### config.mk
export PLATFORM = sky130hd
export DESIGN_NAME = mem_access_unit_flat
export DESIGN_NICKNAME = d
export VERILOG_FILES = /design/src/rtl/mem_access_unit_if.sv /design/src/rtl/mem_access_unit.sv /design/src/flat_wrapper.sv
export SDC_FILE = /design/constraint.sdc
export NUM_CORES = 1
export LEC_CHECK = 0
export CORE_ASPECT_RATIO = 1.4
export CORE_MARGIN = 10
export CORE_UTILIZATION = 30
export DETAILED_ROUTE_END_ITERATION = 8
export PLACE_DENSITY = 0.64
export SLEW_MARGIN = 15
export SYNTH_ARGS = -nofsm -noshare
export SYNTH_HDL_FRONTEND = slang
export SYNTH_SLANG_ARGS = --single-unit
### constraint.sdc
create_clock -name clk -period 4.7 [get_ports clk]
set_clock_uncertainty 0.15 [all_clocks]
set_input_delay 0.47 -clock clk [delete_from_list [all_inputs] [get_ports clk]]
set_output_delay 0.47 -clock clk [all_outputs]
set_load 0.01 [all_outputs]
### src/rtl/mem_access_unit_if.sv
// Backing-memory bus between the load/store unit (master) and the memory (slave).
// The request is held until acknowledged; read data is sampled with the ack.
interface mem_access_unit_if;
    logic        mem_req;
    logic        mem_we;
    logic [31:0] mem_addr;
    logic [3:0]  mem_be;
    logic [31:0] mem_wdata;
    logic        mem_ack;
    logic [31:0] mem_rdata;

    modport master (
        output mem_req, mem_we, mem_addr, mem_be, mem_wdata,
        input  mem_ack, mem_rdata
    );

    modport slave (
        input  mem_req, mem_we, mem_addr, mem_be, mem_wdata,
        output mem_ack, mem_rdata
    );
endinterface

### src/rtl/mem_access_unit.sv
// Load/store unit: alignment check, lane steering, load formatting and an
// ack timeout towards a single-outstanding backing memory.
//
// state | meaning
// IDLE  | waiting for a load/store request from the pipeline
// BUSY  | mem_req held, waiting for mem_ack or timeout
// DONE  | one-cycle completion; results pulse, pipeline released
module mem_access_unit #(
    parameter int unsigned TIMEOUT = 255
) (
    input  logic        clk,
    input  logic        rst_n,
    input  logic        MemRead,
    input  logic [1:0]  MemWrite,
    input  logic [2:0]  LoadType,
    input  logic [31:0] addr,
    input  logic [31:0] wdata,
    output logic        stall,
    output logic [31:0] rdata,
    output logic        rdata_valid,
    output logic        misalign,
    output logic        bus_err,
    mem_access_unit_if.master mem
);

    localparam int unsigned CW = (TIMEOUT > 1) ? $clog2(TIMEOUT + 1) : 1;
    localparam logic [CW-1:0] TC_LOAD = CW'(TIMEOUT - 1);

    typedef enum logic [1:0] {IDLE, BUSY, DONE} state_t;
    typedef enum logic [1:0] {SZ_WORD, SZ_HALF, SZ_BYTE} size_t;

    state_t      state_q;
    logic [CW-1:0] cnt_q;
    logic        mem_req_q;
    logic        mem_we_q;
    logic [31:0] mem_addr_q;
    logic [3:0]  mem_be_q;
    logic [31:0] mem_wdata_q;
    logic [1:0]  off_q;
    logic [2:0]  ltype_q;
    logic        is_read_q;
    logic [31:0] rdata_q;
    logic        rdata_valid_q;
    logic        misalign_q;
    logic        bus_err_q;

    logic        is_write;
    logic        req;
    logic        aligned;
    size_t       size_d;
    logic [3:0]  be_d;
    logic [31:0] wdata_d;
    logic [15:0] half_w;
    logic [7:0]  byte_w;
    logic [31:0] load_d;

    // Write wins over a simultaneous read; size comes from whichever op is taken.
    always_comb begin
        is_write = (MemWrite != 2'b00);
        req      = is_write || MemRead;
        size_d   = SZ_WORD;
        if (is_write) begin
            case (MemWrite)
                2'b10:   size_d = SZ_HALF;
                2'b11:   size_d = SZ_BYTE;
                default: size_d = SZ_WORD;
            endcase
        end else begin
            case (LoadType)
                3'b010, 3'b011, 3'b101: size_d = SZ_HALF;
                3'b100, 3'b110:         size_d = SZ_BYTE;
                default:                size_d = SZ_WORD;
            endcase
        end
        aligned = 1'b1;
        be_d    = 4'b1111;
        wdata_d = wdata;
        case (size_d)
            SZ_HALF: begin
                aligned = ~addr[0];
                be_d    = 4'b0011 << addr[1:0];
                wdata_d = {2{wdata[15:0]}};
            end
            SZ_BYTE: begin
                be_d    = 4'b0001 << addr[1:0];
                wdata_d = {4{wdata[7:0]}};
            end
            default: begin
                aligned = (addr[1:0] == 2'b00);
            end
        endcase
    end

    always_comb begin
        half_w = off_q[1] ? mem.mem_rdata[31:16] : mem.mem_rdata[15:0];
        case (off_q)
            2'd1:    byte_w = mem.mem_rdata[15:8];
            2'd2:    byte_w = mem.mem_rdata[23:16];
            2'd3:    byte_w = mem.mem_rdata[31:24];
            default: byte_w = mem.mem_rdata[7:0];
        endcase
        case (ltype_q)
            3'b010:  load_d = {half_w, 16'h0000};
            3'b011:  load_d = {{16{half_w[15]}}, half_w};
            3'b101:  load_d = {16'h0000, half_w};
            3'b100:  load_d = {{24{byte_w[7]}}, byte_w};
            3'b110:  load_d = {24'h000000, byte_w};
            default: load_d = mem.mem_rdata;
        endcase
    end

    always_ff @(posedge clk or negedge rst_n) begin
        if (!rst_n) begin
            state_q       <= IDLE;
            cnt_q         <= '0;
            mem_req_q     <= 1'b0;
            mem_we_q      <= 1'b0;
            mem_addr_q    <= '0;
            mem_be_q      <= '0;
            mem_wdata_q   <= '0;
            off_q         <= '0;
            ltype_q       <= '0;
            is_read_q     <= 1'b0;
            rdata_q       <= '0;
            rdata_valid_q <= 1'b0;
            misalign_q    <= 1'b0;
            bus_err_q     <= 1'b0;
        end else begin
            rdata_valid_q <= 1'b0;
            misalign_q    <= 1'b0;
            bus_err_q     <= 1'b0;
            case (state_q)
                IDLE: begin
                    if (req) begin
                        if (aligned) begin
                            state_q     <= BUSY;
                            cnt_q       <= TC_LOAD;
                            mem_req_q   <= 1'b1;
                            mem_we_q    <= is_write;
                            mem_addr_q  <= {addr[31:2], 2'b00};
                            mem_be_q    <= be_d;
                            mem_wdata_q <= wdata_d;
                            off_q       <= addr[1:0];
                            ltype_q     <= LoadType;
                            is_read_q   <= ~is_write;
                        end else begin
                            misalign_q  <= 1'b1;
                        end
                    end
                end
                BUSY: begin
                    // An ack on the terminal-count cycle still counts as success.
                    if (mem.mem_ack) begin
                        state_q   <= DONE;
                        mem_req_q <= 1'b0;
                        if (is_read_q) begin
                            rdata_q       <= load_d;
                            rdata_valid_q <= 1'b1;
                        end
                    end else if (cnt_q == '0) begin
                        state_q   <= DONE;
                        mem_req_q <= 1'b0;
                        bus_err_q <= 1'b1;
                        if (is_read_q) begin
                            rdata_q <= '0;
                        end
                    end else begin
                        cnt_q <= cnt_q - CW'(1);
                    end
                end
                DONE: begin
                    state_q <= IDLE;
                end
                default: begin
                    state_q <= IDLE;
                end
            endcase
        end
    end

    assign stall         = rst_n && (((state_q == IDLE) && req && aligned) || (state_q == BUSY));
    assign rdata         = rdata_q;
    assign rdata_valid   = rdata_valid_q;
    assign misalign      = misalign_q;
    assign bus_err       = bus_err_q;
    assign mem.mem_req   = mem_req_q;
    assign mem.mem_we    = mem_we_q;
    assign mem.mem_addr  = mem_addr_q;
    assign mem.mem_be    = mem_be_q;
    assign mem.mem_wdata = mem_wdata_q;

endmodule

### src/flat_wrapper.sv
// flat-port wrapper written by rule: the top's interface ports become plain ports
module mem_access_unit_flat 
#(
    parameter int unsigned TIMEOUT = 255
)
  (clk, rst_n, MemRead, MemWrite, LoadType, addr, wdata, stall, rdata, rdata_valid, misalign, bus_err, mem_mem_req, mem_mem_we, mem_mem_addr, mem_mem_be, mem_mem_wdata, mem_mem_ack, mem_mem_rdata);
  mem_access_unit_if mem_i ();
  input  logic clk;
  input  logic rst_n;
  input  logic MemRead;
  input  logic [1:0] MemWrite;
  input  logic [2:0] LoadType;
  input  logic [31:0] addr;
  input  logic [31:0] wdata;
  output logic stall;
  output logic [31:0] rdata;
  output logic rdata_valid;
  output logic misalign;
  output logic bus_err;
  output wire logic [$bits(mem_i.mem_req)-1:0] mem_mem_req;
  output wire logic [$bits(mem_i.mem_we)-1:0] mem_mem_we;
  output wire logic [$bits(mem_i.mem_addr)-1:0] mem_mem_addr;
  output wire logic [$bits(mem_i.mem_be)-1:0] mem_mem_be;
  output wire logic [$bits(mem_i.mem_wdata)-1:0] mem_mem_wdata;
  input wire logic [$bits(mem_i.mem_ack)-1:0] mem_mem_ack;
  input wire logic [$bits(mem_i.mem_rdata)-1:0] mem_mem_rdata;
  assign mem_mem_req = mem_i.mem_req;
  assign mem_mem_we = mem_i.mem_we;
  assign mem_mem_addr = mem_i.mem_addr;
  assign mem_mem_be = mem_i.mem_be;
  assign mem_mem_wdata = mem_i.mem_wdata;
  assign mem_i.mem_ack = mem_mem_ack;
  assign mem_i.mem_rdata = mem_mem_rdata;
  mem_access_unit #(.TIMEOUT(TIMEOUT)) u_core (.clk(clk), .rst_n(rst_n), .MemRead(MemRead), .MemWrite(MemWrite), .LoadType(LoadType), .addr(addr), .wdata(wdata), .stall(stall), .rdata(rdata), .rdata_valid(rdata_valid), .misalign(misalign), .bus_err(bus_err), .mem(mem_i));
endmodule
Word level (Yosys, flattened, before mapping)
Index checks and enable logic that the tools add are counted.
W data, S select, Z words.
{"block": "word_totals", "inputBits": 105, "register_bits": 119, "wordCells": 97}
{"block": "classes", "n_eq_ne": 23, "reduce_logical": 18, "n_addsub": 1, "muxes": 37, "n_shift": 2, "n_bitwise": 2}
{"op": "$pmux W32 S5", "n": 1}
{"op": "$mux W32", "n": 4}
{"op": "$pmux W32 S2", "n": 1}
{"op": "$mux W8", "n": 4}
{"op": "$pmux W8 S3", "n": 1}
{"op": "$eq A3 B3 Y1 const B", "n": 6}
{"op": "$mux W16", "n": 1}
{"op": "$pmux W8 S2", "n": 1}
{"op": "$mux W1", "n": 13}
{"op": "$eq A3 B2 Y1 const B", "n": 4}
{"op": "$pmux W2 S2", "n": 3}
{"op": "$eq A2 B2 Y1 const B", "n": 5}
{"op": "$mux W2", "n": 5}
{"op": "$reduce_and A3 Y1", "n": 3}
{"op": "$logic_not A8 Y1", "n": 1}
{"op": "$pmux W4 S2", "n": 1}
{"op": "$sub A8 B1 Y8 const B", "n": 1}
{"op": "$eq A2 B1 Y1 const B", "n": 3}
{"op": "$reduce_bool A2 Y1", "n": 3}
{"op": "$reduce_and A5 Y1", "n": 1}
{"op": "$logic_not A2 Y1", "n": 2}
{"op": "$ne A2 B1 Y1 const B", "n": 2}
{"op": "$ne A2 B2 Y1 const B", "n": 2}
{"op": "$pmux W1 S2", "n": 2}
{"op": "9 further kinds", "n": 13}

Logic depth before layout (Yosys ltp)
Gate-level depths: netlist of the first run.
{"block": "depth", "depth_word": 9, "ltp_mapped": 12, "mapped_depth_nobuf": 9}

Worst setup path after synthesis of the first run
No wires, ideal clock.
{"block": "synth_path", "kind": "input port to output port", "start": "input MemWrite[1]", "end": "output stall", "t_arrival_ps": 2655, "slack_ps": 1425, "n_path_buf": 3, "cell_stages": 12, "cell_sequence": "or2_2 nor3_1 a21o_1 inv_1 ha_1 clkbuf_1 nor2b_1 o31a_1 nand2_1 clkbuf_1 clkbuf_1 a21boi_0"}
{"block": "synth_between", "elab_chain_cells": 8, "elab_cells_between_ends": 13, "classes_between": "4 x eq/ne; 3 x mux; 6 x reduce/logical"}
{"item": "from (decl)", "line": "flat_wrapper.sv:11", "source": "input logic [1:0] MemWrite;"}
{"item": "$eq A2 B2 Y1", "line": "mem_access_unit.sv:63", "source": "case (MemWrite)"}
{"item": "$pmux W2 S2", "line": "mem_access_unit.sv:63"}
{"item": "$mux W2", "line": "mem_access_unit.sv:62", "source": "if (is_write) begin"}
{"item": "$eq A2 B2 Y1 or $eq A2 B1 Y1 (tied branches)", "line": "mem_access_unit.sv:78", "source": "case (size_d)"}
{"item": "$pmux W1 S2", "line": "mem_access_unit.sv:78"}
{"item": "$logic_and A1 B1 Y1 *", "line": "mem_access_unit.sv:181", "source": "assign stall = rst_n && (((state_q == IDLE) && req && aligned) || (state_q == BUSY));"}
{"item": "$logic_or A1 B1 Y1 *", "line": "mem_access_unit.sv:181"}
{"item": "$logic_and A1 B1 Y1 *", "line": "mem_access_unit.sv:181"}
{"item": "to (decl)", "line": "flat_wrapper.sv:15", "source": "output logic stall;"}
Every way passes the cells marked *; elsewhere a longest branch is shown, timed or not.

Worst setup path in the final report of the first run
Same ends and word-level chain as after synthesis.

==> summary.md, run 1 <==
| Metric | Value |
|---|---|
| Status | completed |
| Post-synth ARST share | 1.00 |
| Final setup fails | 0 |
| Placed Cells | ~1000 |
| Drt wl/cell | 20.3 um |
| Setup TNS | 0 ns |
| Startpoint Class | input pin |
| Gr usage total | 0.155 |
| Initial core utilization | 0.306 |
| Maximum vdd drop | 0.361 mV |
| Clock sink count | 119 |
| Routed vias | roughly 5200 |
| Worst R2R Start | u_core.cnt_q[0] |
| Critical Path Max Stage Delay | 0.59 ns |
| Adder-Cell Fraction of Synth Area | 0.00843 |
| Register area share after synthesis | 0.502 |
| Max cap viols | 0 |
| Worst slew margin | 0.374 |
| N_diodes | 0 |
| Cell Chain, Critical Path | clkdlybuf4s50_1 -> or2_2 -> nor3_1 -> a21o_1 -> ha_1 -> buf_4 -> o31a_1 -> nand2_1 -> a21boi_0 -> clkdlybuf4s50_1 |
| # DRC | 0 |
| Mux share of post-synthesis cell area | 0.125 |
| First-pass GRT wire length | 31900 um |
| Number of buffers created by CTS | 17 |
| Critical path's most frequent cell | clkdlybuf4s50_1 |
| Delay-heaviest family, CP | buffers and inverters |
| Leak pwr | 0.00358 uW |
| CP arrival | 3.13 ns |
| RD Place Congestion | 0.820 |
| PwrDens | 656 nW/um^2 |
| Vias in the first global route | 5483 |
| Synth Area in XOR/XNOR | 0.00590 |
| # rows | 60 |
| Tot Pwr | 5820 uW |
| Via density | 5.13 |
| R2r endpoint | u_core.rdata[9] |
| Pin count of the biggest net entering global routing | 75 |
| Crit. End Element | output port |
| Worst-Skew Late Latency | 0.41 ns |
| Most common cell after layout, fill and taps aside | clkdlybuf4s50_1 |
| Area grow syn2layout | 49.4% |
| Compound-Gate Fraction of Synth Area | 0.202 |
| Largest family of logic cells by synthesized area | compound AO/OA/AOI/OAI gates |
| Syn avg cell area | between 10 and 15 um^2 |
| # port buffers | 208 |
| DR iter-0 viols | 374 |
| Post-CTS Repair Setup Buffers | 0 |
| Final period utilization | 0.797 |
| Endpoints failing hold | 0 |
| Die area | 25900 um^2 |
| DR pass1 iterations | 5 |
| Placeable Area | 19400 um^2 |
| GRT Residual Overflow | 0 |
| Layout cell share with drive strength beyond 1 | 0.139 |
| R2R depth | 6 |
| Max Root-Sink Buffers | 2 |
| Primary FF master, synth | dfrtp_1 |
| CTS tree | yes |
| Final HPWL from detailed placement | 15400 um |
| Worst-path clk slew | ~0.06 ns |
| ANT nets after route | 0 |
| Commonest non-fill, non-tap cells in the layout | 207 x clkdlybuf4s50_1, 119 x dfrtp_1, 61 x o21ai_0, 49 x mux2_2, 27 x a21oi_1 |
| Syn Inst Count | 555 |
| Slew at the pin with the worst max-slew slack | 0.939 ns |
| Die height | 186 um |
| Worst-path fanout max | 39 |
| Post-synth EDFFs | 0 |
| Kind of critical path | in -> out |
| Tmin final | 3.75 ns |
| Peak Freq | around 270 MHz |
| Synthesized flop and latch total | 119 |
| Die width | 139 um |
| Worst min-delay path category | in -> async |
| Fin. max-slew vios | 0 |
| Synthesis Warnings | 0 |
| Initial antenna violation count | 0 |
| IO Count | between 200 and 250 |
| CP required | 4.08 ns |
| Post-Synth Simple-Gate Area | 0.109 |
| Final WL | ~20000 um |
| Synthesized cell area | 5930 um^2 |
| Reg2reg setup slack | 2.10 ns |
| Clock Tree Root | clkbuf_16 |
| RSZ-0062 raised after global routing | false |
| Post-synthesis cell type count | 56 |
| Layout Nets | 856 |
| Slowest cell on the critical path | clkdlybuf4s50_1 |
| Layout Cells excl Fill | 1008 |
| H-tree depth | 4 |
| WP buf/inv | 3 |
[synth_stat cells, types with 8 or more instances]
library cell / n / area [um^2]
mux2_2: 49 / 552
o21ai_0: 61 / 305
mux2i_1: 17 / 170
nand3b_1: 8 / 60.1
a22o_1: 8 / 70.1
nor2b_1: 21 / 131
a221oi_1: 9 / 78.8
o2bb2ai_1: 25 / 219
a21oi_1: 27 / 135
clkbuf_1: 34 / 128
nor3_1: 22 / 110
o31ai_1: 18 / 135
dfrtp_1: 119 / 2980
nor2_1: 24 / 90.1
inv_1: 17 / 63.8
[stage by stage]
step                      worst slack, ns  hold WS (ns)   util  area [um^2]
after floorplan                      1.42        0.0244      -         5940
after global placement              0.903         0.177  0.424         8210
after detailed placement            0.871         0.175  0.424         8210
after CTS                           0.868         0.290  0.457         8860
after global routing                0.643         0.291  0.458         8860
final                               0.955         0.296  0.458         8860
[flip-flops by register name (all words and copies together), names as in the netlist]
name                  cells
u_core.mem.mem_req        1
u_core.bus_err            1
u_core.rdata             32
u_core.mem.mem_wdata     32
u_core.mem.mem_be         4
u_core.state_q            2
u_core.rdata_valid        1
u_core.cnt_q              8
u_core.mem.mem_we         1
u_core.is_read_q          1
u_core.misalign           1
u_core.ltype_q            3
u_core.mem.mem_addr      30
u_core.off_q              2
[timing repair]
item	CTS	global route
resized for setup	0	0
endpoints found under the hold margin	8	0
hold buffers	1	0
setup endpoints to repair	0	0
[report_power, final]
group	internal [uW]	switching, uW
Sequential	1470	303
Combinational	1380	1260
Clock	909	494
Total	3760	2050
[how the worst max path moves through the flow]
| stage | depth (start not counted) | startpoint | slack [ns] | endpoint |
|---|---|---|---|---|
| 6_report | 10 | MemWrite[1] | 0.95 | stall |
| 5_1_grt | 10 | MemWrite[1] | 0.64 | stall |
| 4_1_cts | 10 | MemWrite[1] | 0.87 | stall |
| 3_5_place_dp | 10 | MemWrite[1] | 0.87 | stall |
| 3_3_place_gp | 10 | MemWrite[1] | 0.90 | stall |
| 2_1_floorplan | 12 | MemWrite[1] | 1.42 | stall |
[layer usage]
metal,part of all wire,vias up,track usage,routed length [um]
met5,0,-,0,0
met4,0.018,0,0.0515,367
met3,0.10,20,0.0746,2070
met2,0.50,213,0.262,10300
met1,0.38,2514,0.165,7670
li1,-,2421,-,-
[kinds of logic (layout without fill, tap and decap cells)]
group                      Yosys count  in the layout
AOI/OAI and AO/OA                  178            178
DFF                                119            119
and+or+nand+nor                    117            117
muxes                               67             67
buffers and inverters               65            269
adders and majority gates            4              4
xor gates and xnor gates             4              4
other                                1              2
[final cells by class]
cell class	instances	area, um^2
fill	1850	10500
timing repair buffer	220	2170
clock inverter	13	194
sequential	119	2980
inverter	17	63.8
tap	248	310
clock buffer	19	443
multi-input combinational	372	2700
(Power assumes the default switching activity.)
==> inputs of run 2 (changes only) <==
PLACE_DENSITY = 0.66   (was 0.64)
clock period = 3.4 ns   (was 4.7 ns; I/O delays follow)
==> run 2 against run 1 <==
Effect of this change: the flow now finishes with violations (hold timing); register-to-register slack got worse by 1.4 ns; via count is 1.3% higher; sequential power up 38%; first-iteration DRC count shrank 7.2%; global-route usage hardly changed; sequential share of layout area decreased by 0.16 points; clock-buffer cell count unchanged; die area unchanged; worst hold slack lost 0.30 ns; worst setup slack got worse by 0.57 ns; highest routed layer unchanged.
==> summary.md, run 2 (synthesized netlist as in run 1, its figures left out) <==
| Metric | Value |
|---|---|
| Status | finished, violations left |
| Failing checks | hold timing |
| Pin count of the biggest net entering global routing | a little over 60 |
| Die width | around 140 um |
| RD Place Congestion | 0.866 |
| Leak pwr | around 0.0036 uW |
| Reg2reg setup slack | slightly above 0.7 ns |
| Layout Utilization | 0.460 |
| Final period utilization | 0.888 |
| Drt wl/cell | 20.0 um |
| H-tree depth | 4 |
| Pre-CTS setup slack | 0.0180 ns |
| Worst-path fanout max | 3 |
| CP required | 2.91 ns |
| Fin. max-slew vios | 0 |
| Clock sink count | 119 |
| ANT nets after route | 0 |
| Routed vias | 5235 |
| Slew at the pin with the worst max-slew slack | 0.920 ns |
| Delay-heaviest family, CP | buffers and inverters |
| DR iter-0 viols | 347 |
| Critical path's most frequent cell | buf_4 |
| Final WL | 20400 um |
| Most common cell after layout, fill and taps aside | clkdlybuf4s50_1 |
| Layout cell share with drive strength beyond 1 | 0.153 |
| Crit. End Element | output port |
| Worst R2R Start | u_core.cnt_q[0] |
| CTS tree | yes |
| Worst-path clk slew | 0.06 ns |
| First-pass GRT wire length | 32300 um |
| Clock Tree Root | clkbuf_16 |
| Slowest cell on the critical path | clkdlybuf4s50_1 |
| Worst slew margin | 0.387 |
| Max Root-Sink Buffers | 2 |
| N_diodes | 0 |
| Layout Nets | 869 |
| Endpoints failing hold | 1 |
| GRT Residual Overflow | 0 |
| # DRC | 0 |
| Final setup fails | 0 |
| CP arrival | 2.53 ns |
| Maximum vdd drop | 0.445 mV |
| Cell Chain, Critical Path | clkdlybuf4s50_1 -> or2_2 -> nor3_1 -> a21o_1 -> ha_1 -> buf_4 -> o31a_1 -> nand2_1 -> a21boi_1 -> buf_4 -> dlymetal6s2s_1 |
| Startpoint Class | input pin |
| Final HPWL from detailed placement | 15500 um |
| IO Count | 211 |
| WP buf/inv | 4 |
| DR pass1 iterations | 5 |
| RSZ-0062 raised after global routing | false |
| Placeable Area | 19400 um^2 |
| Area grow syn2layout | 50.1% |
| Tmin final | 3.02 ns |
| Initial antenna violation count | 0 |
| Worst setup margin | 0.381 ns |
| Peak Freq | 331 MHz |
| R2R depth | 7 |
| Vias in the first global route | between 5000 and 6000 |
| Kind of critical path | in -> out |
| R2r endpoint | u_core.rdata[2] |
| Setup TNS | 0 ns |
| Fin area | 8910 um^2 |
| Gr usage total | 0.154 |
| Via density | 5.13 |
| PwrDens | 883 nW/um^2 |
| Die area | 25900 um^2 |
| # rows | 60 |
| Post-DP Area | 8350 um^2 |
| WHS | -0.00629 ns |
| # port buffers | 208 |
| Initial core utilization | 0.306 |
| Number of buffers created by CTS | 17 |
| Commonest non-fill, non-tap cells in the layout | 206 x clkdlybuf4s50_1, 119 x dfrtp_1, 61 x o21ai_0, 49 x mux2_2, 27 x a21oi_1 |
| Die height | 186 um |
| Worst-Skew Late Latency | between 0.4 and 0.5 ns |
| Worst min-delay path category | in -> async |
| Max cap viols | 0 |
| Critical Path Max Stage Delay | 0.45 ns |
run 2: cell type report:
type                            count  area [um^2]
Clock buffer                       19          443
Inverter                           17         63.8
Timing Repair Buffer              233         2290
Fill cell                        1832        10500
Multi-Input combinational cell    372         2700
Sequential cell                   119         2980
Tap cell                          248          310
Clock inverter                     13          113
run 2: where the power goes:
part / internal, uW / leakage (uW) / switching, uW
clock: 972 / 0.000264 / 714
sequential: 2040 / 0.00144 / 422
combinational: 1970 / 0.00192 / 1750
total: 4980 / 0.00362 / 2880
run 2: worst max path at each step:
stage | slack, ns | endpoint | depth (start not counted) | start
after CTS | 0.007 | stall | 11 | MemWrite[1]
after detailed placement | 0.02 | stall | 11 | MemWrite[1]
final | 0.38 | stall | 11 | MemWrite[1]
after floorplan | 0.38 | stall | 12 | MemWrite[1]
after global placement | 0.03 | stall | 11 | MemWrite[1]
after global routing | 0.25 | stall | 11 | MemWrite[1]
run 2: metal layers:
metal | vias up | GRT usage | part of all wire | routed length [um]
met3 | 18 | 0.0647 | 0.084 | 1730
met4 | 0 | 0.0447 | 0.013 | 256
li1 | 2447 | - | - | -
met5 | - | 0 | 0 | 0
met1 | 2575 | 0.172 | 0.39 | 8010
met2 | 195 | 0.262 | 0.51 | 10400
run 2: timing repair:
item                                    CTS  global route
setup buffers                             0             0
endpoints found under the setup margin    0             1
hold buffers                              0             0
gates resized for setup                   0             2
run 2: per-stage QoR:
stage / power [uW] / cells
finish: 7860 / 1021
global route: 8380 / 1021
CTS: 7970 / 1021
detailed placement: 6240 / 989
global placement: 6200 / 989
floorplan: 4270 / 556
==> inputs of run 3 (changes only) <==
TNS_END_PERCENT = 30   (was unset)
==> results of run 3 <==
No change in the layout: final DEF, timing and power equal those of run 2.
